--- src/rtl/col_fetch_pkg.sv ---
// Shared types and widths for the column-interleaved page fetch scheduler.
// Optional statistics counters are enabled with COL_FETCH_STATS_EN.
package col_fetch_pkg;

  typedef enum logic [1:0] {
    StIdle,
    StIssue,
    StDrain
  } state_e;

  localparam int unsigned PageWordsW = 8;
  localparam int unsigned PageCountW = 16;
  localparam int unsigned StatsW     = 32;

  // Saturating increment so long runs pin at all-ones instead of wrapping.
  function automatic logic [StatsW-1:0] sat_inc(input logic [StatsW-1:0] v);
    return (&v) ? v : v + StatsW'(1);
  endfunction

endpackage

--- src/rtl/col_fetch_rsp_tracker.sv ---
// Counts forwarded words within the current page and flags the last word of each page.
module col_fetch_rsp_tracker
  import col_fetch_pkg::*;
(
  input  logic                  clk_i,
  input  logic                  rst_ni,
  input  logic                  clear_i,
  input  logic                  hs_i,
  input  logic [PageWordsW-1:0] page_words_i,
  output logic                  last_o
);

  logic [PageWordsW-1:0] cnt_q, cnt_d;

  assign last_o = (cnt_q == page_words_i - PageWordsW'(1));

  always_comb begin
    cnt_d = cnt_q;
    if (clear_i) begin
      cnt_d = '0;
    end else if (hs_i) begin
      cnt_d = last_o ? '0 : cnt_q + PageWordsW'(1);
    end
  end

  always_ff @(posedge clk_i or negedge rst_ni) begin
    if (!rst_ni) begin
      cnt_q <= '0;
    end else begin
      cnt_q <= cnt_d;
    end
  end

endmodule

--- src/rtl/col_fetch_scheduler.sv ---
// Issues page reads column-interleaved per row group and forwards read data with page framing.
// Define COL_FETCH_STATS_EN to build the issued-page and stall counters.
module col_fetch_scheduler
  import col_fetch_pkg::*;
#(
  parameter int unsigned COL_COUNT       = 3,
  parameter int unsigned MEMORY_WIDTH    = 512,
  parameter int unsigned ADDR_WIDTH      = 32,
  parameter int unsigned MAX_OUTSTANDING = 8
) (
  input  logic                            clk,
  input  logic                            rst,

  input  logic [COL_COUNT*ADDR_WIDTH-1:0] cmd_base_addr,
  input  logic [PageWordsW-1:0]           cmd_page_words,
  input  logic [PageCountW-1:0]           cmd_page_count,
  input  logic                            cmd_valid,
  output logic                            cmd_ready,

  output logic [ADDR_WIDTH-1:0]           rd_cmd_addr,
  output logic [PageWordsW-1:0]           rd_cmd_len,
  output logic                            rd_cmd_valid,
  input  logic                            rd_cmd_ready,

  input  logic [MEMORY_WIDTH-1:0]         rd_data,
  input  logic                            rd_data_valid,
  output logic                            rd_data_ready,

  output logic [MEMORY_WIDTH-1:0]         out_data,
  output logic                            out_valid,
  output logic                            out_last,
  input  logic                            out_ready,

  output logic                            busy,
  output logic                            done,
  output logic [StatsW-1:0]               stat_pages,
  output logic [StatsW-1:0]               stat_stall
);

  localparam int unsigned ColPtrW = (COL_COUNT > 1) ? $clog2(COL_COUNT) : 1;
  localparam int unsigned OutW    = $clog2(MAX_OUTSTANDING + 1);
  localparam int unsigned OffW    = PageCountW + PageWordsW;

  state_e                          state_q, state_d;
  logic [COL_COUNT*ADDR_WIDTH-1:0] base_q, base_d;
  logic [PageWordsW-1:0]           page_words_q, page_words_d;
  logic [PageCountW-1:0]           page_count_q, page_count_d;
  logic [ColPtrW-1:0]              col_ptr_q, col_ptr_d;
  logic [PageCountW-1:0]           page_idx_q, page_idx_d;
  logic [OutW-1:0]                 outstanding_q, outstanding_d;

  logic                  active;
  logic                  cmd_hs;
  logic                  rd_cmd_hs;
  logic                  out_hs;
  logic                  retire;
  logic                  last_col;
  logic                  last_page;
  logic [ADDR_WIDTH-1:0] base_sel;
  logic [OffW-1:0]       offset;

  assign active    = (state_q != StIdle);
  assign cmd_ready = rst && (state_q == StIdle);
  assign busy      = active;
  assign done      = (state_q == StDrain) && (outstanding_q == '0);

  assign rd_cmd_valid = (state_q == StIssue) && (outstanding_q < OutW'(MAX_OUTSTANDING));
  assign base_sel     = base_q[col_ptr_q*ADDR_WIDTH +: ADDR_WIDTH];
  assign offset       = {{PageWordsW{1'b0}}, page_idx_q} * {{PageCountW{1'b0}}, page_words_q};
  assign rd_cmd_addr  = base_sel + ADDR_WIDTH'(offset);
  assign rd_cmd_len   = page_words_q;

  // Data is never accepted in IDLE so stale responses cannot corrupt page framing.
  assign out_data      = rd_data;
  assign out_valid     = rd_data_valid && active;
  assign rd_data_ready = out_ready && active;

  assign cmd_hs    = cmd_valid && cmd_ready;
  assign rd_cmd_hs = rd_cmd_valid && rd_cmd_ready;
  assign out_hs    = out_valid && out_ready;
  assign retire    = out_hs && out_last;
  assign last_col  = (col_ptr_q == ColPtrW'(COL_COUNT - 1));
  assign last_page = (page_idx_q == page_count_q - PageCountW'(1));

  col_fetch_rsp_tracker u_rsp_tracker (
    .clk_i        (clk),
    .rst_ni       (rst),
    .clear_i      (cmd_hs),
    .hs_i         (out_hs),
    .page_words_i (page_words_q),
    .last_o       (out_last)
  );

  always_comb begin
    state_d      = state_q;
    base_d       = base_q;
    page_words_d = page_words_q;
    page_count_d = page_count_q;
    col_ptr_d    = col_ptr_q;
    page_idx_d   = page_idx_q;
    unique case (state_q)
      StIdle: begin
        if (cmd_hs) begin
          base_d       = cmd_base_addr;
          page_words_d = cmd_page_words;
          page_count_d = cmd_page_count;
          col_ptr_d    = '0;
          page_idx_d   = '0;
          // Empty commands skip straight to DRAIN, which completes on the next cycle.
          if ((cmd_page_count == '0) || (cmd_page_words == '0)) begin
            state_d = StDrain;
          end else begin
            state_d = StIssue;
          end
        end
      end
      StIssue: begin
        if (rd_cmd_hs) begin
          if (last_col) begin
            col_ptr_d  = '0;
            page_idx_d = page_idx_q + PageCountW'(1);
            if (last_page) begin
              state_d = StDrain;
            end
          end else begin
            col_ptr_d = col_ptr_q + ColPtrW'(1);
          end
        end
      end
      StDrain: begin
        if (outstanding_q == '0) begin
          state_d = StIdle;
        end
      end
      default: state_d = StIdle;
    endcase
  end

  always_comb begin
    outstanding_d = outstanding_q;
    unique case ({rd_cmd_hs, retire})
      2'b10:   outstanding_d = outstanding_q + OutW'(1);
      2'b01:   outstanding_d = outstanding_q - OutW'(1);
      default: outstanding_d = outstanding_q;
    endcase
  end

  always_ff @(posedge clk or negedge rst) begin
    if (!rst) begin
      state_q       <= StIdle;
      base_q        <= '0;
      page_words_q  <= '0;
      page_count_q  <= '0;
      col_ptr_q     <= '0;
      page_idx_q    <= '0;
      outstanding_q <= '0;
    end else begin
      state_q       <= state_d;
      base_q        <= base_d;
      page_words_q  <= page_words_d;
      page_count_q  <= page_count_d;
      col_ptr_q     <= col_ptr_d;
      page_idx_q    <= page_idx_d;
      outstanding_q <= outstanding_d;
    end
  end

`ifdef COL_FETCH_STATS_EN
  logic [StatsW-1:0] stat_pages_q, stat_pages_d;
  logic [StatsW-1:0] stat_stall_q, stat_stall_d;

  always_comb begin
    stat_pages_d = stat_pages_q;
    stat_stall_d = stat_stall_q;
    if (cmd_hs) begin
      stat_pages_d = '0;
      stat_stall_d = '0;
    end else begin
      if (rd_cmd_hs) begin
        stat_pages_d = sat_inc(stat_pages_q);
      end
      if ((state_q == StIssue) && (outstanding_q == OutW'(MAX_OUTSTANDING))) begin
        stat_stall_d = sat_inc(stat_stall_q);
      end
    end
  end

  always_ff @(posedge clk or negedge rst) begin
    if (!rst) begin
      stat_pages_q <= '0;
      stat_stall_q <= '0;
    end else begin
      stat_pages_q <= stat_pages_d;
      stat_stall_q <= stat_stall_d;
    end
  end

  assign stat_pages = stat_pages_q;
  assign stat_stall = stat_stall_q;
`else
  assign stat_pages = '0;
  assign stat_stall = '0;
`endif

endmodule
--- config.mk ---
export PLATFORM = sky130hd
export DESIGN_NAME = col_fetch_scheduler
export DESIGN_NICKNAME = d
export VERILOG_FILES = /design/src/rtl/col_fetch_pkg.sv /design/src/rtl/col_fetch_rsp_tracker.sv /design/src/rtl/col_fetch_scheduler.sv
export SDC_FILE = /design/constraint.sdc
export NUM_CORES = 1
export LEC_CHECK = 0
export CORE_AREA = 2 2 486 488
export DETAILED_ROUTE_END_ITERATION = 8
export DIE_AREA = 0 0 488 490
export DONT_BUFFER_PORTS = 1
export SLEW_MARGIN = 20
export SYNTH_ARGS = -nofsm -noshare
export SYNTH_HDL_FRONTEND = slang
export SYNTH_SLANG_ARGS = --single-unit
--- constraint.sdc ---
create_clock -name clk -period 17.8 [get_ports clk]
set_input_delay 4.45 -clock clk [delete_from_list [all_inputs] [get_ports clk]]
set_output_delay 4.45 -clock clk [all_outputs]
set_load 0.02 [all_outputs]
==> results <==
- The number of synthesized register bits is 152.
- The clock reaches the later pin of the worst-skew pair after 0.49 ns.
- The slew at the pin closest to its max-slew limit is 1.01 ns.
- Of the total power, registers draw 27.0%.
- The total number of vias is 11654.
- The setup total negative slack is 0 ns.
- Yosys printed 0 warnings.
- The required time at the endpoint of the critical path is 13.35 ns.
- After the first detailed-routing iteration, the DRC count stood at 919.
- For this design the total switching power over the nets is 1.33 mW.
- Hold is met by 0.477 ns.
- The cell class contributing the biggest share of worst-path delay is compound AO/OA/AOI/OAI gates.
- The total iterations of the first detailed-routing run is 8.
- The number of max-slew violations in the final report came to 0.
- The mapped netlist covers 0.0169 mm2.
- The switching fraction of total power is 55.2%.
- The leakage power of the design is 7.25 nW.
- The total count of hold-check failures in the final report is 0.
- The number of global-route vias before repair came to 11776.
- The endpoint of the worst-slack reg-to-reg timing path is outstanding_q[3].
- The clock sink count is 152.
- Routability-driven placement finished with a final weighted congestion of 0.850.
- The type of the worst setup path is flop to output port.
- The depth of the worst hold-timing path is 2.
- The starting density of the core is 7.23%.
- The number of enable flip-flop cells after synthesis is 0.
- In the layout the commonest cells are sky130_fd_sc_hd__nand2_1 (443), sky130_fd_sc_hd__inv_1 (166), sky130_fd_sc_hd__dfrtp_1 (151), sky130_fd_sc_hd__fa_1 (107), sky130_fd_sc_hd__and2_1 (87).
- The share of synthesized area in the top cell type comes to 25.6%.
- The clock edge transition at the registers on the reported setup and hold paths is 0.07 ns.
- The floorplan has 178 rows.
- The worst hold path begins at base_q[3].
- The vias per cell is 2.47.
- The final antenna-violating net count is 0.
- The maximum clock insertion buffer count is 2.
- Leaving out fill and tap cells, the most frequent cell in the layout is sky130_fd_sc_hd__nand2_1.
- The proportion of synthesized flip-flops having asynchronous set or reset is 100%.
- The cell taking the most area after synthesis is sky130_fd_sc_hd__buf_4.
- The HPWL after detailed placement is 136 mm.
- The largest individual stage delay along the critical path comes from the cell sky130_fd_sc_hd__a31oi_2.
- The maximum fanout along the worst path is 33.
- The root buffer cell chosen for the clock tree is sky130_fd_sc_hd__clkbuf_16.
- The clock network accounts for 16.6% of the total power.
- After the last flow step, the layout net total stands at 2344.
- The number of unique standard cell types used by synthesis is 68.
- The DRC violation count after routing is 0.
- IR analysis of the VDD net gives a maximum drop of 0.0000642 V.
- Counting stages on the worst path, the most repeated cell is sky130_fd_sc_hd__fa_1.
- Dividing the final minimum period by the clock period gives 68.1%.
- The worst register-to-register path begins at rd_cmd_len[4].
- The largest single stage delay on the critical path is 0.89 ns.
- The I/O pin total is 1261.
- The number of H-tree levels is 4.
- The sort of element at the end of the critical path is an output port.
- The worst pin sits at a relative slew slack of 32.2%.
- After synthesis, flip-flops and latches occupy 22.5% of the total area.
- The clock tree from TritonCTS is done.
- Gates resized during post-CTS repair numbered 0.
- Setup violations remaining at the end of the flow were counted as 0.
- The clock period minus worst slack is 12.12 ns.
- The placeable core region is 0.234 mm2.
- The TritonCTS buffer count is 17.
- STA puts the critical path data arrival time at 7.67 ns.
- The signal on the critical path passes through buf_4, nor2b_4, a21oi_1, fa_1, inv_1, fa_1, fa_1, inv_1, fa_1, inv_1, ha_1, a21o_1, a21o_1, a221oi_2, o221ai_1, a31oi_2, a21oi_1, xnor2_1.
- For this run, the leading register cell type out of synthesis is sky130_fd_sc_hd__dfrtp_1.
- Combinational logic burns 56.5% of the power.
- The internal portion of the total power is 1.08 mW.
- The initial antenna violation count is 31.
- The largest net degree at the start of global routing is 155.
- The average wire length per cell after detail routing is 31.3 um.
- The number of buffers and inverters on the critical path is 4.
- The setup skew after layout is 0.0134 ns.
- The kind of start point of the critical path is a flop.
- Static timing analysis puts the maximum clock frequency at 82.5 MHz.
- The width of the die is 488 um.
- In the final layout, the share of cells above drive strength 1 is 6.17%.
- The number of buffers inserted by hold repair at cts is 0.
- The global-route wire length before repair is 175 mm.
- Ranked by total cell area, the synthesized netlist is headed by sky130_fd_sc_hd__buf_4 (26%), sky130_fd_sc_hd__dfrtp_1 (22%), sky130_fd_sc_hd__fa_1 (13%), sky130_fd_sc_hd__nand2_1 (9.9%), sky130_fd_sc_hd__ha_1 (4.1%).
- The die covers 0.239 mm2.
- The post-CTS repair timing setup buffer count is 0.
- In this run the register-to-register setup slack is 13.87 ns.
- The max-capacitance violation count is 0.
- The flow ran to the end, and the final reports show no timing, DRC or antenna violations.
- The die is 490 um tall.
- The global-route congestion overflow total is 0.
- For this run, the total global-route usage over all layers was measured as 12.0%.
- The number of cells on the worst reg-to-reg path is 14.
- The post-synthesis average cell area is 8.12 um2.
- The path category of the worst min-delay check is flop to flop.
- Synthesis produced a netlist whose cell count is 2083.
- The total routed wirelength is 148 mm.
- Setup repair after global routing left no endpoint under its margin.
- The count of buffers from port buffering is 0.
- The area growth from synthesis to layout is 2.94%.
- The path with the worst hold slack has its endpoint at base_q[3].
- Dividing total power by cell area gives a power density of 139 mW/mm2.
Yosys cell counts (all sizes together) (3+ instances only):
cell and instances:
dfrtp 152, nand4 12, nor3b 7, fa 107, a21o 12, a31oi 4
mux2i 34, clkbuf 71, buf 584, nor3 12, and3 13, a211oi 5
o31ai 5, or4 4, inv 166, nand2b 3, nand3 13, o2bb2ai 3
a21oi 49, nor2 71, o211ai 3, nand2 444, o21bai 3, nor2b 4
o21ai 38, xnor2 32, nor4 12, ha 56, and2 87, xor2 42
registers in the layout, summed over array words and instances (netlist names):
signal and cells:
page_count_q 16, page_idx_q 16, col_ptr_q 2, outstanding_q 4
u_rsp_tracker.cnt_q 8, rd_cmd_len 8, state_q 2, base_q 96
worst reg2reg max path: cells and delay by family (launching register included):
kind            cells  cell delay, ns
simple gates        5            1.17
fa+ha+maj           2            0.57
flops               1            0.65
buf+inv             1            0.37
compound gates      4            0.78
xor+xnor            2            0.28
through the flow:
| step | instances | total power, mW | util (%) | instance area (um2) | worst slack, ns |
|---|---|---|---|---|---|
| 2_1_floorplan | 2146 | 1.56 | - | 17200 | 7.46 |
| 3_3_place_gp | 4674 | 2.09 | 7.17 | 16800 | 6.24 |
| 3_5_place_dp | 4674 | 2.11 | 7.17 | 16800 | 6.18 |
| 4_1_cts | 4706 | 2.52 | 7.43 | 17400 | 5.61 |
| 5_1_grt | 4708 | 2.63 | 7.43 | 17400 | 5.36 |
| 6_report | 4716 | 2.41 | 7.44 | 17400 | 5.68 |
power by group through the flow:
| stage | sequential, mW | clock, mW | combinational (mW) |
|---|---|---|---|
| 2_1_floorplan | 0.572 | 0 | 0.992 |
| 3_3_place_gp | 0.661 | 0 | 1.43 |
| 3_5_place_dp | 0.662 | 0 | 1.45 |
| 4_1_cts | 0.657 | 0.414 | 1.45 |
| 5_1_grt | 0.670 | 0.423 | 1.54 |
| 6_report | 0.650 | 0.400 | 1.36 |
per-layer routing:
layer | up-vias | wire [um] | track usage [%]
li1 | 4742 | - | -
met5 | - | 222 | 0.463
met3 | 353 | 49600 | 18.7
met2 | 1151 | 63600 | 18.2
met1 | 5394 | 27100 | 6.32
met4 | 14 | 7390 | 5.07
worst max path at each step:
stage,from,to,slack [ns],cells after the start
floorplan,col_ptr_q[1],rd_cmd_addr[22],7.46,22
global placement,col_ptr_q[1],rd_cmd_addr[31],6.24,18
detailed placement,col_ptr_q[1],rd_cmd_addr[31],6.18,18
CTS,col_ptr_q[1],rd_cmd_addr[31],5.61,18
global route,col_ptr_q[1],rd_cmd_addr[31],5.36,18
finish,col_ptr_q[1],rd_cmd_addr[31],5.68,18
logic make-up (layout without fill, tap and decap cells):
group / Yosys count / count (layout) / share of synthesized area [%]
AOI/OAI and AO/OA: 145 / 145 / 5.44
xor gates and xnor gates: 74 / 74 / 3.83
adders and majority gates: 163 / 163 / 16.8
buffers and inverters: 821 / 231 / 31.1
DFF: 152 / 152 / 22.5
muxes: 34 / 34 / 2.01
other: 1 / 74 / 0.0222
and+or+nand+nor: 693 / 693 / 18.3
cell type report:
type                       instances  area, um2
clock inverter                    15        178
clock buffer                      17        425
inverter                         166        623
multi-input combinational       1173       8170
fill                           27377     217000
tap                             3150       3940
antenna                           10       25.0
timing repair buffer              33        248
sequential                       152       3800
Power figures use the tool's default switching activity.
